<file path="src/rtl/alu_pkg.sv">
// Shared definitions for the sequential ALU: opcodes, FSM encoding, width helpers.
package alu_pkg;

    localparam logic [3:0] OP_ADD = 4'd0;
    localparam logic [3:0] OP_SUB = 4'd1;
    localparam logic [3:0] OP_AND = 4'd2;
    localparam logic [3:0] OP_OR  = 4'd3;
    localparam logic [3:0] OP_XOR = 4'd4;
    localparam logic [3:0] OP_NOT = 4'd5;
    localparam logic [3:0] OP_SHL = 4'd6;
    localparam logic [3:0] OP_SHR = 4'd7;
    localparam logic [3:0] OP_ROL = 4'd8;
    localparam logic [3:0] OP_ROR = 4'd9;
    localparam logic [3:0] OP_MUL = 4'd10;
    localparam logic [3:0] OP_DIV = 4'd11;

    typedef enum logic [1:0] {
        IDLE = 2'd0,
        EXEC = 2'd1,
        DONE = 2'd2
    } state_t;

    // Bits needed for a shift amount (and the iteration counter) at a given width.
    function automatic int shift_bits(input int width);
        return $clog2(width);
    endfunction

    // Opcodes handled by the iterative multiply/divide unit.
    function automatic logic is_iter_op(input logic [3:0] op);
        return (op == OP_MUL) || (op == OP_DIV);
    endfunction

endpackage

</file>
<file path="src/rtl/alu_iter_muldiv.sv">
// Iterative unit: WIDTH-step shift-add multiplier and restoring divider.
// Both operations share the {hi, lo} register pair; after the last step it
// holds the 2*WIDTH product, or {remainder, quotient} for a divide.
module alu_iter_muldiv
    import alu_pkg::*;
#(
    parameter int WIDTH = 8
) (
    input  logic               clk,
    input  logic               load,
    input  logic               step,
    input  logic               div,
    input  logic [WIDTH-1:0]   a,
    input  logic [WIDTH-1:0]   b,
    output logic               last,
    output logic               div_mode,
    output logic [2*WIDTH-1:0] result_next
);

    localparam int SHW = shift_bits(WIDTH);

    logic [WIDTH-1:0] hi, lo, opnd;
    logic [WIDTH-1:0] hi_n, lo_n;
    logic [SHW-1:0]   cnt;
    logic [WIDTH:0]   sum, shifted, trial;

    // Load operands on acceptance, then advance one bit per step.
    // NOTE: sequential state uses non-blocking assignments so every register
    // samples pre-edge values, independent of statement order.
    // NOTE: no reset here on purpose: load fully initialises these registers
    // before any step, so a reset would only add fan-out.
    always_ff @(posedge clk) begin
        if (load) begin
            hi       <= '0;
            lo       <= div ? a : b;
            opnd     <= div ? b : a;
            div_mode <= div;
            cnt      <= '0;
        end else if (step) begin
            hi  <= hi_n;
            lo  <= lo_n;
            cnt <= cnt + 1'b1;
        end
    end

    // One multiply or divide iteration, computed from the current registers.
    // NOTE: every output gets a default first so no path leaves a value held,
    // which would infer a latch.
    always_comb begin
        sum     = '0;
        shifted = '0;
        trial   = '0;
        hi_n    = hi;
        lo_n    = lo;
        if (div_mode) begin
            // Shift the next dividend bit into the remainder and try subtracting.
            shifted = {hi, lo[WIDTH-1]};
            trial   = shifted - {1'b0, opnd};
            if (!trial[WIDTH]) begin
                hi_n = trial[WIDTH-1:0];
                lo_n = {lo[WIDTH-2:0], 1'b1};
            end else begin
                hi_n = shifted[WIDTH-1:0];
                lo_n = {lo[WIDTH-2:0], 1'b0};
            end
        end else begin
            // Add the multiplicand when the current multiplier bit is set, shift right.
            sum  = {1'b0, hi} + (lo[0] ? {1'b0, opnd} : '0);
            hi_n = sum[WIDTH:1];
            lo_n = {sum[0], lo[WIDTH-1:1]};
        end
    end

    assign result_next = {hi_n, lo_n};
    assign last        = (cnt == SHW'(WIDTH - 1));

endmodule

</file>
<file path="src/rtl/alu_seq.sv">
// Clocked ALU with Start/Busy/Done handshake. Single-cycle ops finish the cycle
// after acceptance; MUL and DIV (non-zero divisor) run WIDTH steps in the
// iterative unit. Result and flags are registered and held until the next Done.
module alu_seq
    import alu_pkg::*;
#(
    parameter int WIDTH = 8
) (
    input  logic               Clk,
    input  logic               Rst_n,
    input  logic               Start,
    input  logic [3:0]         Opcode,
    input  logic [WIDTH-1:0]   Operand1,
    input  logic [WIDTH-1:0]   Operand2,
    output logic               Busy,
    output logic               Done,
    output logic [2*WIDTH-1:0] Result,
    output logic               flagC,
    output logic               flagZ,
    output logic               flagE
);

    localparam int SHW = shift_bits(WIDTH);
    localparam int RW  = 2 * WIDTH;

    state_t          state, state_next;
    logic            it_load, it_step, it_last, it_div;
    logic [RW-1:0]   it_res_next;
    logic            cap, c_d, e_d;
    logic [RW-1:0]   res_d;
    logic [RW-1:0]   sc_res;
    logic            sc_c, sc_e;
    logic [SHW-1:0]  sh;
    logic [WIDTH:0]  sum, diff;
    logic [RW-1:0]   shl_w, shr_w, rol_w, ror_w;

    alu_iter_muldiv #(.WIDTH(WIDTH)) u_iter (
        .clk         (Clk),
        .load        (it_load),
        .step        (it_step),
        .div         (Opcode == OP_DIV),
        .a           (Operand1),
        .b           (Operand2),
        .last        (it_last),
        .div_mode    (it_div),
        .result_next (it_res_next)
    );

    // Single-cycle datapath, evaluated on the live inputs at acceptance.
    always_comb begin
        sh     = Operand2[SHW-1:0];
        sum    = {1'b0, Operand1} + {1'b0, Operand2};
        diff   = {1'b0, Operand1} - {1'b0, Operand2};
        shl_w  = {{WIDTH{1'b0}}, Operand1} << sh;
        shr_w  = {Operand1, {WIDTH{1'b0}}} >> sh;
        rol_w  = {Operand1, Operand1} << sh;
        ror_w  = {Operand1, Operand1} >> sh;
        sc_res = '0;
        sc_c   = 1'b0;
        sc_e   = 1'b0;
        case (Opcode)
            OP_ADD: begin sc_res[WIDTH-1:0] = sum[WIDTH-1:0];  sc_c = sum[WIDTH];  end
            OP_SUB: begin sc_res[WIDTH-1:0] = diff[WIDTH-1:0]; sc_c = diff[WIDTH]; end
            OP_AND: sc_res[WIDTH-1:0] = Operand1 & Operand2;
            OP_OR:  sc_res[WIDTH-1:0] = Operand1 | Operand2;
            OP_XOR: sc_res[WIDTH-1:0] = Operand1 ^ Operand2;
            OP_NOT: sc_res[WIDTH-1:0] = ~Operand1;
            // The last bit shifted out lands just past the kept half.
            OP_SHL: begin sc_res[WIDTH-1:0] = shl_w[WIDTH-1:0];  sc_c = (sh != '0) && shl_w[WIDTH];   end
            OP_SHR: begin sc_res[WIDTH-1:0] = shr_w[RW-1:WIDTH]; sc_c = (sh != '0) && shr_w[WIDTH-1]; end
            OP_ROL: sc_res[WIDTH-1:0] = rol_w[RW-1:WIDTH];
            OP_ROR: sc_res[WIDTH-1:0] = ror_w[WIDTH-1:0];
            OP_MUL: sc_res = '0;
            // Only reached for a zero divisor; non-zero divisors go to the iterative unit.
            OP_DIV: begin sc_res = {Operand1, {WIDTH{1'b1}}}; sc_e = 1'b1; end
            default: sc_e = 1'b1;
        endcase
    end

    // Next state, iterative-unit control and the value to register on completion.
    always_comb begin
        state_next = state;
        it_load    = 1'b0;
        it_step    = 1'b0;
        cap        = 1'b0;
        res_d      = sc_res;
        c_d        = sc_c;
        e_d        = sc_e;
        case (state)
            IDLE, DONE: begin
                state_next = IDLE;
                if (Start) begin
                    if (is_iter_op(Opcode) && !(Opcode == OP_DIV && Operand2 == '0)) begin
                        state_next = EXEC;
                        it_load    = 1'b1;
                    end else begin
                        state_next = DONE;
                        cap        = 1'b1;
                    end
                end
            end
            EXEC: begin
                it_step = 1'b1;
                if (it_last) begin
                    state_next = DONE;
                    cap        = 1'b1;
                    res_d      = it_res_next;
                    c_d        = !it_div && (|it_res_next[RW-1:WIDTH]);
                    e_d        = 1'b0;
                end
            end
            default: state_next = IDLE;
        endcase
    end

    // State register and output registers; flags change only alongside Done.
    always_ff @(posedge Clk) begin
        if (!Rst_n) begin
            state  <= IDLE;
            Result <= '0;
            flagC  <= 1'b0;
            flagZ  <= 1'b0;
            flagE  <= 1'b0;
        end else begin
            state <= state_next;
            if (cap) begin
                Result <= res_d;
                flagC  <= c_d;
                flagZ  <= (res_d == '0);
                flagE  <= e_d;
            end
        end
    end

    assign Busy = (state == EXEC);
    assign Done = (state == DONE);

endmodule
</file>
<file path="config.mk">
export PLATFORM = sky130hd
export DESIGN_NAME = alu_seq
export DESIGN_NICKNAME = d
export VERILOG_FILES = /design/src/rtl/alu_pkg.sv /design/src/rtl/alu_iter_muldiv.sv /design/src/rtl/alu_seq.sv
export SDC_FILE = /design/constraint.sdc
export NUM_CORES = 1
export LEC_CHECK = 0
export ABC_AREA = 1
export BUFFER_PORTS_ARGS = -buffer_cell sky130_fd_sc_hd__buf_2
export CORE_ASPECT_RATIO = 0.9
export CORE_MARGIN = 2
export CORE_UTILIZATION = 51
export CTS_BUF_LIST = sky130_fd_sc_hd__clkbuf_8
export DETAILED_ROUTE_END_ITERATION = 7
export PLACE_DENSITY = 0.69
export SYNTH_ARGS = -nofsm -noshare
export SYNTH_HDL_FRONTEND = slang
export SYNTH_SLANG_ARGS = --single-unit
</file>
<file path="constraint.sdc">
create_clock -name Clk -period 3.27 [get_ports Clk]
set_input_delay 0.654 -clock Clk [delete_from_list [all_inputs] [get_ports Clk]]
set_output_delay 0.654 -clock Clk [all_outputs]
set_load 0.05 [all_outputs]
</file>
==> results.cfg <==
[timing]
worst_hold_slack_ns = 0.4917
hold_viol = 0
rsz0062_at_grt = false
tightest_slew_ns = 0.6738
finalSetupTns_ns = 0
finalClockSkew_ns = 0.01439
max_clock_freq_mhz = 358.3
timing.final.crit_share_pct = 85.34
final_max_slew_viol_count = 0
slew_headroom_pct = 55.08
period_minus_slack_ns = 2.791
setup_viol = 0

[detailed_routing]
drt-pass1-iter-count = 6
wirelength_mm = 18.82
num_vias = 6288
drt-wirelength-per-cell_um = 16.88
drtIter0Drc = 669
drc_errors = 0
ant_nets = 0
via_per_inst = 5.639

[die]
fp.coreArea_um2 = 10770
fp.dieH_um = 103.6
io-pin-count = 44
dieArea_um2 = 11880
dieWidth_um = 114.7
num_rows = 36
initial_core_util_pct = 52.22

[synthesis]
async_flop_share_pct = 0
synth_edf_count = 17
ys_types = 43
ys_warn_count = 0
avgSynthCellArea_um2 = 5.949
yosysSeqAreaShare_pct = 20.48
synth_top_flop_cell = dfxtp_1
syn_inst = 945
synth_area_um2 = 5622
ys_seq_elements = 49
synth_nets = 1016

[critical_path]
crit_path_max_fanout = 9
rrSetupSlack_ns = 0.48
crit_top_cell = nand3_1
slowest_delay_ns = 0.56
end_kind = register
startpoint_type = register
criticalPathCategory = reg2reg
arrival_ns = 3.05
slowest_stage = edfxtp_1
path_cells = nand2_1 > inv_1 > ha_1 > fa_1 > nand4_1 > nand3_1 > or2_2 > nand3_1 > nand3_1 > nand2_1 > inv_1 > nor2_1 > nand2_1 > nor2_1 > nand3_1 > a21oi_2
critPathRequiredTime_ns = 3.53

[clock_tree]
cts_sinks = 49
numCtsBuffers = 5
cts_tree = built
htreeDepth = 2
clockBufferDepth = 2
hold_buffers = 0
clk_pin_slew_ns = 0.10
cts-root-buf = clkbuf_8
postCtsSetupBuffers = 0
insertion_delay_ns = 0.32
ctsResizeCount = 0

[layout]
layout_commonest_cell = nand2_1
areaGrowthSynthToFinish_pct = 8.190
fin_util_pct = 56.50
antenna_cells = 0
final_cell_mix = nand2_1, inv_1, nand3_1
drive_gt1_share_pct = 11.51
fin_nets = 1052

[global_routing]
grt_usage_pct = 32.72
grt_pass1_vias = 5859
grt_remaining_overflow = 0
antenna_found_initial = 0
grt_pass1_wl_mm = 30.41
grt_max_degree = 32

[placement]
gp_congestion = 1.032
portBuffers = 43
place_hpwl_mm = 15.15

[power]
ir_drop_v = 0.0004112
p_per_area_nw_per_um2 = 426.7
leakage_nw = 3.419

[run]
drv_cap = 0

[worst_hold_path]
hold_class = reg2reg

[outcome]
status = completed
## per-stage QoR
step | power, W | cell area (um2) | cells | worst slack, ns
final | 0.002595 | 6082 | 1115 | 0.4792
after global routing | 0.002804 | 6082 | 1115 | 0.1890
after CTS | 0.002571 | 6082 | 1115 | 0.4933
after detailed placement | 0.002106 | 5966 | 1107 | 0.3743
after global placement | 0.002116 | 5966 | 1107 | 0.3790
after floorplan | 0.001773 | 5622 | 945 | 0.6660
## layout make-up
cell class,instances,area (um2)
repair buffers,59,335.3
clock buffers,5,68.82
flip-flops and latches,49,1151
well taps,133,166.4
fillers,1116,4683
clock inverters,3,47.55
inverters,139,529.3
multi-input cells,727,3784
## worst max-delay path, delay by kind of cell, from the launching register on
| family | cells | cell delay (ns) |
|---|---|---|
| simple gates | 11 | 1.28 |
| fa+ha+maj | 2 | 0.68 |
| compound gates | 1 | 0.13 |
| flops | 1 | 0.56 |
| buf+inv | 2 | 0.08 |
## sequential cells by signal, summed over array words and instances, names as in the netlist
name,flops
Result,16
u_iter.hi,8
u_iter.lo,8
u_iter.opnd,8
u_iter.cnt,3
state,2
flagC,1
flagE,1
flagZ,1
u_iter.div_mode,1
## power breakdown
part | internal (W) | switching, W | leakage [nW]
registers | 0.000716 | 0.0000795 | 0.418
logic | 0.000438 | 0.000903 | 2.94
clock network | 0.000234 | 0.000225 | 0.0591
total | 0.00139 | 0.00121 | 3.42
## cell usage after synthesis, types with 5 or more instances
library cell	count	share of area, %
nand3_1	108	9.6
o211ai_1	10	1.3
dfxtp_1	32	11
inv_1	125	8.3
a31oi_1	7	0.78
nand2_2	8	0.89
nand4_1	15	1.7
a21oi_1	34	3.0
o21ai_0	55	4.9
edfxtp_1	17	9.1
nand2_1	313	21
nand2_4	6	1.2
o22ai_1	8	0.89
inv_2	12	0.80
o21bai_1	5	0.67
clkbuf_1	12	0.80
nor2_1	70	4.7
buf_2	14	1.2
ha_1	44	9.8
## logic make-up (layout without fill, tap and decap cells)
kind of cell | count (synthesis) | in the layout | synth area share [%]
flops | 49 | 49 | 20.48
compound gates | 134 | 134 | 13.67
xor+xnor | 4 | 4 | 0.6233
simple gates | 540 | 540 | 41.62
buf+inv | 169 | 206 | 12.22
mux | 1 | 1 | 0.1781
fa+ha+maj | 48 | 48 | 11.22
## path summary, 6_finish.rpt
path	to	cells past startpoint	from
max	flagZ$_SDFFE_PN0P_	16	u_iter.lo[0]$_DFFE_PP_
min	u_iter.cnt[2]$_SDFFE_PP0P_	2	u_iter.cnt[2]$_SDFFE_PP0P_
min reg2reg	u_iter.cnt[2]$_SDFFE_PP0P_	2	u_iter.cnt[2]$_SDFFE_PP0P_
max reg2reg	flagZ$_SDFFE_PN0P_	16	u_iter.lo[0]$_DFFE_PP_
## layer usage
layer,track usage (%),up-vias,part of all wire [%]
met5,0,-,0
met4,7.230,0,1.6
met3,9.187,28,13
met2,45.18,338,40
met1,50.00,2791,46
li1,-,3131,-
No activity file was read; power rests on OpenSTA's default activity.
